$ cat src/rtl/cmd_assembler_pkg.sv
// Types and constants shared by the command assembler and the command processor.
// Opcodes sit in the upper nibble of the 16-bit command word.
package cmd_assembler_pkg;

   typedef enum logic {WAIT_HI = 1'b0, WAIT_LO = 1'b1} rx_state_t;
   typedef enum logic {TX_IDLE = 1'b0, TX_WAIT = 1'b1} tx_state_t;

   localparam logic [7:0] RESP_ACK_DEFAULT = 8'hA5;

   localparam logic [3:0] OP_CAL     = 4'h0;
   localparam logic [3:0] OP_MOVE    = 4'h2;
   localparam logic [3:0] OP_MOVE_FF = 4'h3;
   localparam logic [3:0] OP_TOUR    = 4'h4;

endpackage

$ cat src/rtl/cmd_assembler_tx.sv
// Response transmitter: turns send_resp pulses into single-byte acknowledge
// transmissions, buffering at most one request while a byte is in flight.
module resp_tx_ctrl
   import cmd_assembler_pkg::*;
#(
   parameter logic [7:0] RESP_ACK = RESP_ACK_DEFAULT
) (
   input  logic       clk,
   input  logic       rst,
   input  logic       send_resp,
   input  logic       tx_done,
   output logic       trmt,
   output logic [7:0] tx_data,
   output logic       resp_busy
);

   tx_state_t  state_r, state_s;
   logic       pending_r, pending_s;
   logic       trmt_r, trmt_s;
   logic       busy_r, busy_s;
   logic [7:0] tx_data_r;
   logic       done_s;

   // Next-state logic; a level tx_done left over from the previous byte is
   // ignored during the trmt cycle, before the UART has had a chance to clear it.
   always_comb begin
      state_s   = state_r;
      pending_s = pending_r;
      trmt_s    = 1'b0;
      done_s    = tx_done & ~trmt_r;
      case (state_r)
         TX_IDLE: begin
            if (send_resp | pending_r) begin
               trmt_s    = 1'b1;
               pending_s = 1'b0;
               state_s   = TX_WAIT;
            end else begin
               state_s   = TX_IDLE;
            end
         end
         TX_WAIT: begin
            if (send_resp) begin
               pending_s = 1'b1;
            end else begin
               pending_s = pending_r;
            end
            if (done_s) begin
               state_s = TX_IDLE;
            end else begin
               state_s = TX_WAIT;
            end
         end
         default: begin
            state_s   = TX_IDLE;
            pending_s = 1'b0;
         end
      endcase
      busy_s = (state_s == TX_WAIT) | pending_s;
   end

   // State and registered outputs.
   always_ff @(posedge clk or posedge rst) begin
      if (rst) begin
         state_r   <= TX_IDLE;
         pending_r <= 1'b0;
         trmt_r    <= 1'b0;
         busy_r    <= 1'b0;
         tx_data_r <= RESP_ACK;
      end else begin
         state_r   <= state_s;
         pending_r <= pending_s;
         trmt_r    <= trmt_s;
         busy_r    <= busy_s;
         tx_data_r <= RESP_ACK;
      end
   end

   assign trmt      = trmt_r;
   assign tx_data   = tx_data_r;
   assign resp_busy = busy_r;

endmodule

$ cat src/rtl/cmd_assembler.sv
// Assembles two UART bytes (high first) into a 16-bit command with a level
// cmd_rdy handshake, drops stale half commands, and drives the response path.
module cmd_assembler
   import cmd_assembler_pkg::*;
#(
   parameter int         FAST_SIM     = 1,
   parameter int         TIMEOUT_FAST = 4096,
   parameter int         TIMEOUT_SLOW = 2500000,
   parameter logic [7:0] RESP_ACK     = RESP_ACK_DEFAULT
) (
   input  logic        clk,
   input  logic        rst,
   input  logic        rx_rdy,
   input  logic [7:0]  rx_data,
   output logic        clr_rx_rdy,
   output logic [15:0] cmd,
   output logic        cmd_rdy,
   input  logic        clr_cmd_rdy,
   input  logic        send_resp,
   output logic        trmt,
   output logic [7:0]  tx_data,
   input  logic        tx_done,
   output logic        resp_busy,
   output logic        frame_err,
   output logic        overrun
);

   localparam int TIMEOUT = (FAST_SIM != 0) ? TIMEOUT_FAST : TIMEOUT_SLOW;
   localparam int CNT_W   = (TIMEOUT > 2) ? $clog2(TIMEOUT) : 1;
   localparam logic [CNT_W-1:0] CNT_LAST = CNT_W'(TIMEOUT - 1);

   rx_state_t         rx_state_r, rx_state_s;
   logic [7:0]        hi_byte_r, hi_byte_s;
   logic [CNT_W-1:0]  tmo_cnt_r, tmo_cnt_s;
   logic [15:0]       cmd_r, cmd_s;
   logic              cmd_rdy_r, cmd_rdy_s;
   logic              clr_rx_rdy_r, clr_rx_rdy_s;
   logic              frame_err_r, frame_err_s;
   logic              overrun_r, overrun_s;
   logic              rx_take_s;

   // Rx next-state logic; a byte still flagged during its own clr_rx_rdy cycle
   // has already been consumed and is not taken again.
   always_comb begin
      rx_take_s    = rx_rdy & ~clr_rx_rdy_r;
      rx_state_s   = rx_state_r;
      hi_byte_s    = hi_byte_r;
      tmo_cnt_s    = tmo_cnt_r;
      cmd_s        = cmd_r;
      cmd_rdy_s    = clr_cmd_rdy ? 1'b0 : cmd_rdy_r;
      clr_rx_rdy_s = 1'b0;
      frame_err_s  = 1'b0;
      overrun_s    = 1'b0;
      case (rx_state_r)
         WAIT_HI: begin
            if (rx_take_s) begin
               hi_byte_s    = rx_data;
               tmo_cnt_s    = {CNT_W{1'b0}};
               cmd_rdy_s    = 1'b0;
               clr_rx_rdy_s = 1'b1;
               rx_state_s   = WAIT_LO;
            end else begin
               rx_state_s   = WAIT_HI;
            end
         end
         WAIT_LO: begin
            if (rx_take_s) begin
               cmd_s        = {hi_byte_r, rx_data};
               cmd_rdy_s    = 1'b1;
               overrun_s    = cmd_rdy_r;
               clr_rx_rdy_s = 1'b1;
               tmo_cnt_s    = {CNT_W{1'b0}};
               rx_state_s   = WAIT_HI;
            end else if (tmo_cnt_r == CNT_LAST) begin
               frame_err_s  = 1'b1;
               hi_byte_s    = 8'h00;
               tmo_cnt_s    = {CNT_W{1'b0}};
               rx_state_s   = WAIT_HI;
            end else begin
               tmo_cnt_s    = tmo_cnt_r + CNT_W'(1);
               rx_state_s   = WAIT_LO;
            end
         end
         default: begin
            rx_state_s = WAIT_HI;
            tmo_cnt_s  = {CNT_W{1'b0}};
         end
      endcase
   end

   // Rx state and registered outputs.
   always_ff @(posedge clk or posedge rst) begin
      if (rst) begin
         rx_state_r   <= WAIT_HI;
         hi_byte_r    <= 8'h00;
         tmo_cnt_r    <= {CNT_W{1'b0}};
         cmd_r        <= 16'h0000;
         cmd_rdy_r    <= 1'b0;
         clr_rx_rdy_r <= 1'b0;
         frame_err_r  <= 1'b0;
         overrun_r    <= 1'b0;
      end else begin
         rx_state_r   <= rx_state_s;
         hi_byte_r    <= hi_byte_s;
         tmo_cnt_r    <= tmo_cnt_s;
         cmd_r        <= cmd_s;
         cmd_rdy_r    <= cmd_rdy_s;
         clr_rx_rdy_r <= clr_rx_rdy_s;
         frame_err_r  <= frame_err_s;
         overrun_r    <= overrun_s;
      end
   end

   assign clr_rx_rdy = clr_rx_rdy_r;
   assign cmd        = cmd_r;
   assign cmd_rdy    = cmd_rdy_r;
   assign frame_err  = frame_err_r;
   assign overrun    = overrun_r;

   resp_tx_ctrl #(
      .RESP_ACK (RESP_ACK)
   ) u_resp_tx (
      .clk       (clk),
      .rst       (rst),
      .send_resp (send_resp),
      .tx_done   (tx_done),
      .trmt      (trmt),
      .tx_data   (tx_data),
      .resp_busy (resp_busy)
   );

endmodule

$ cat config.mk
export PLATFORM = sky130hd
export DESIGN_NAME = cmd_assembler
export DESIGN_NICKNAME = d
export VERILOG_FILES = /design/src/rtl/cmd_assembler_pkg.sv /design/src/rtl/cmd_assembler_tx.sv /design/src/rtl/cmd_assembler.sv
export SDC_FILE = /design/constraint.sdc
export NUM_CORES = 1
export LEC_CHECK = 0
export BUFFER_PORTS_ARGS = -buffer_cell sky130_fd_sc_hd__buf_2
export CAP_MARGIN = 10
export CORE_UTILIZATION = 52
export DETAILED_ROUTE_END_ITERATION = 8
export HOLD_SLACK_MARGIN = 0.12
export PLACE_DENSITY = 0.78
export SYNTH_ARGS = -nofsm -noshare
export SYNTH_HDL_FRONTEND = slang
export SYNTH_SLANG_ARGS = --single-unit
$ cat constraint.sdc
create_clock -name clk -period 2 [get_ports clk]
set_input_delay 0.2 -clock clk [delete_from_list [all_inputs] [get_ports clk]]
set_output_delay 0.2 -clock clk [all_outputs]
set_load 0.03 [all_outputs]
==> key figures <==
Floorplanning
  • Core Region: 3420 um2
  • Row Count: 21
  • Ports: 44
  • Chip width: 62.3 um
  • Die Span Y: 62.3 um
  • Initial Util: approximately 55%
  • Die ar.: 3880 um2

STA
  • Final worst setup slack: 0.420 ns
  • Setup violators final: 0
  • Fmax: 633 MHz
  • Final Skew: ~0.0078 ns
  • Fin. Hold Viols: 0
  • Period minus WS final: 1.58 ns
  • Worst hold slack: 0.175 ns
  • Worst-Margin Slew: 0.541 ns
  • Setup TNS: 0 ns
  • Final period utilization: 79.0%
  • Slew Limit Fails: 0
  • RSZ-0062 raised after global routing: no
  • Max-slew headroom: 63.9%

Power
  • Final Power: 0.00276 W
  • VDD IR-drop max: 0.000748 V
  • PwrDens: 1210 nW/um2
  • Leakage power: 1.11 nW

Yosys
  • Top_reg_cell synth: dfrtp_1
  • Yosys reg bits: 45
  • Count leader, synth: dfrtp_1
  • Synth top area share: 59.6%
  • Synth async-reset ratio: 100%
  • Number of synthesized flops with an enable pin: 0
  • Register area share after synthesis: 59.6%
  • Netlist cell types: 34
  • Warnings, synthesis: 0
  • Top cells by area, synth: dfrtp_1, mux2_2, a22o_1
  • Cell taking the most area after synthesis: dfrtp_1
  • Mapped Cells: 153
  • Mapped Avg Cell Area: 12.3 um2
  • Synth top cells by count: dfrtp_1, mux2_2, a22o_1, nor2_1
  • Mapped Area: 1890 um2

Worst setup path
  • Crit-path max FO: 17
  • Crit path DAT: 1.82 ns
  • Crit end category: flop
  • Required @ worst endpoint: 2.24 ns
  • Startpoint types: flop
  • Crit Path Class: flop to flop

Clock tree
  • CTS resizes: 0
  • Post-CTS setup buffers: 0
  • Hold buffers post-CTS: 11
  • Clock buffer depth: 2
  • Worst skew pair latency: around 0.35 ns
  • Clock Root Buffer: clkbuf_4
  • CTS H-tree lvls: 2
  • Clk slew on worst S/H paths: 0.12 ns
  • Total clock buffers created by CTS: 5
  • CTS tree: yes
  • Clk sinks: 45

Global routing
  • First-pass GRT wire length: just over 6 mm
  • Gr usage total: about a fifth
  • Largest net degree at the start of global routing: 46
  • Vias in the first global route: 1,377
  • GRT overflow: 0
  • Antenna violations before repair: 0

Drt
  • Initial DRC count: 84
  • Post-route ant nets: 0
  • Routed len/inst: 14.1 um
  • Vias per Instance: roughly 5.4
  • DR pass1 iterations: 4
  • DRC viols: 0
  • DR vias: 1,347
  • Post-Route WL: 3.53 mm

Job
  • Max_cap viols: 0

Cells and area
  • Share of cells above drive strength 1: between 30% and 40%
  • Design Area, Final: 2280 um2
  • # nets final: 219
  • P&R area growth vs syn: 20.5%
  • Diodes inserted: 0

Run status
  • Outcome: finished, final reports clean

Min path
  • Min-delay worst type: input port to flop

Placement
  • Routability cong.: 0.820
  • Post-place setup slack: 0.435 ns
  • Port Buffer Count: 35
  • DP Area: 2090 um2
  • Hpwl dp: 2.33 mm
## power by group
group	switching, W	leakage [nW]	internal [W]
Clock	0.000272	0.0410	0.000255
Combinational	0.000582	0.500	0.000339
Sequential	0.000153	0.569	0.00116
Total	0.00101	1.11	0.00176
## layer usage
layer | share of wire, % | global-route usage, %
met3 | 4.2 | 5.33
met2 | 51 | 34.6
met1 | 43 | 24.0
met5 | 0 | 0
met4 | 1.9 | 8.43
## sequential cells by signal, summed over array words and instances (netlist names)
signal,count
u_resp_tx.resp_busy,1
hi_byte_r,8
tmo_cnt_r,12
u_resp_tx.trmt,1
frame_err,1
overrun,1
clr_rx_rdy,1
cmd,16
rx_state_r,1
cmd_rdy,1
u_resp_tx.state_r,1
u_resp_tx.pending_r,1
## critical path, cell delays in order, from the launching register on
cell and delay, ns:
dfrtp_1 0.40, nand2b_1 0.23, inv_1 0.20, nand2_2 0.27
mux2_2 0.37
## stage by stage
step / utilization, % / cells
floorplan: - / 159
detailed placement: 61.3 / 232
global route: 66.6 / 250
CTS: 66.6 / 250
global placement: 61.3 / 232
finish: 66.6 / 250
## cell type report
class                           instances  area, um2
Clock buffer                            5       37.5
Clock inverter                          2       35.0
Fill cell                             288       1140
Inverter                                3       11.3
Multi-Input combinational cell         99        693
Sequential cell                        45       1130
Tap cell                               46       57.6
Timing Repair Buffer                   50        315
## path summary, 6_finish.rpt
path | from | endpoint | slack (ns) | depth (start not counted)
worst max-delay path | clr_rx_rdy | cmd[10] | 0.42 | 4
worst min-delay path | tx_done | u_resp_tx.resp_busy | 0.17 | 4
worst max register to register | clr_rx_rdy | cmd[10] | 0.42 | 4
worst min register to register | u_resp_tx.state_r | u_resp_tx.trmt | 0.49 | 1
max in group asynchronous | rst | tmo_cnt_r[0] | 1.10 | 4
min in group asynchronous | rst | overrun | 0.53 | 4
## kinds of logic (layout without fill, tap and decap cells)
| group | after synthesis | in the layout | synth area share [%] |
|---|---|---|---|
| adders and majority gates | 1 | 1 | 0.663 |
| AOI/OAI and AO/OA | 26 | 26 | 9.81 |
| other | 2 | 8 | 0.398 |
| buffers and inverters | 15 | 60 | 4.84 |
| DFF | 45 | 45 | 59.6 |
| and+or+nand+nor | 43 | 43 | 12.7 |
| muxes | 17 | 17 | 10.1 |
| xor gates and xnor gates | 4 | 4 | 1.86 |
## placed cells by master (no fill, tap or decap), types with 5 or more instances in the layout
cell type      synthesis  final
buf_2                  4     35
dfrtp_1               45     45
nand2_1                8      8
mux2_2                17     17
nor2_1                10     10
conb_1                 2      8
a22o_1                10     10
dlygate4sd3_1          0     11
o21ai_0                5      5
clkbuf_4               0      5
(Power assumes the default switching activity.)
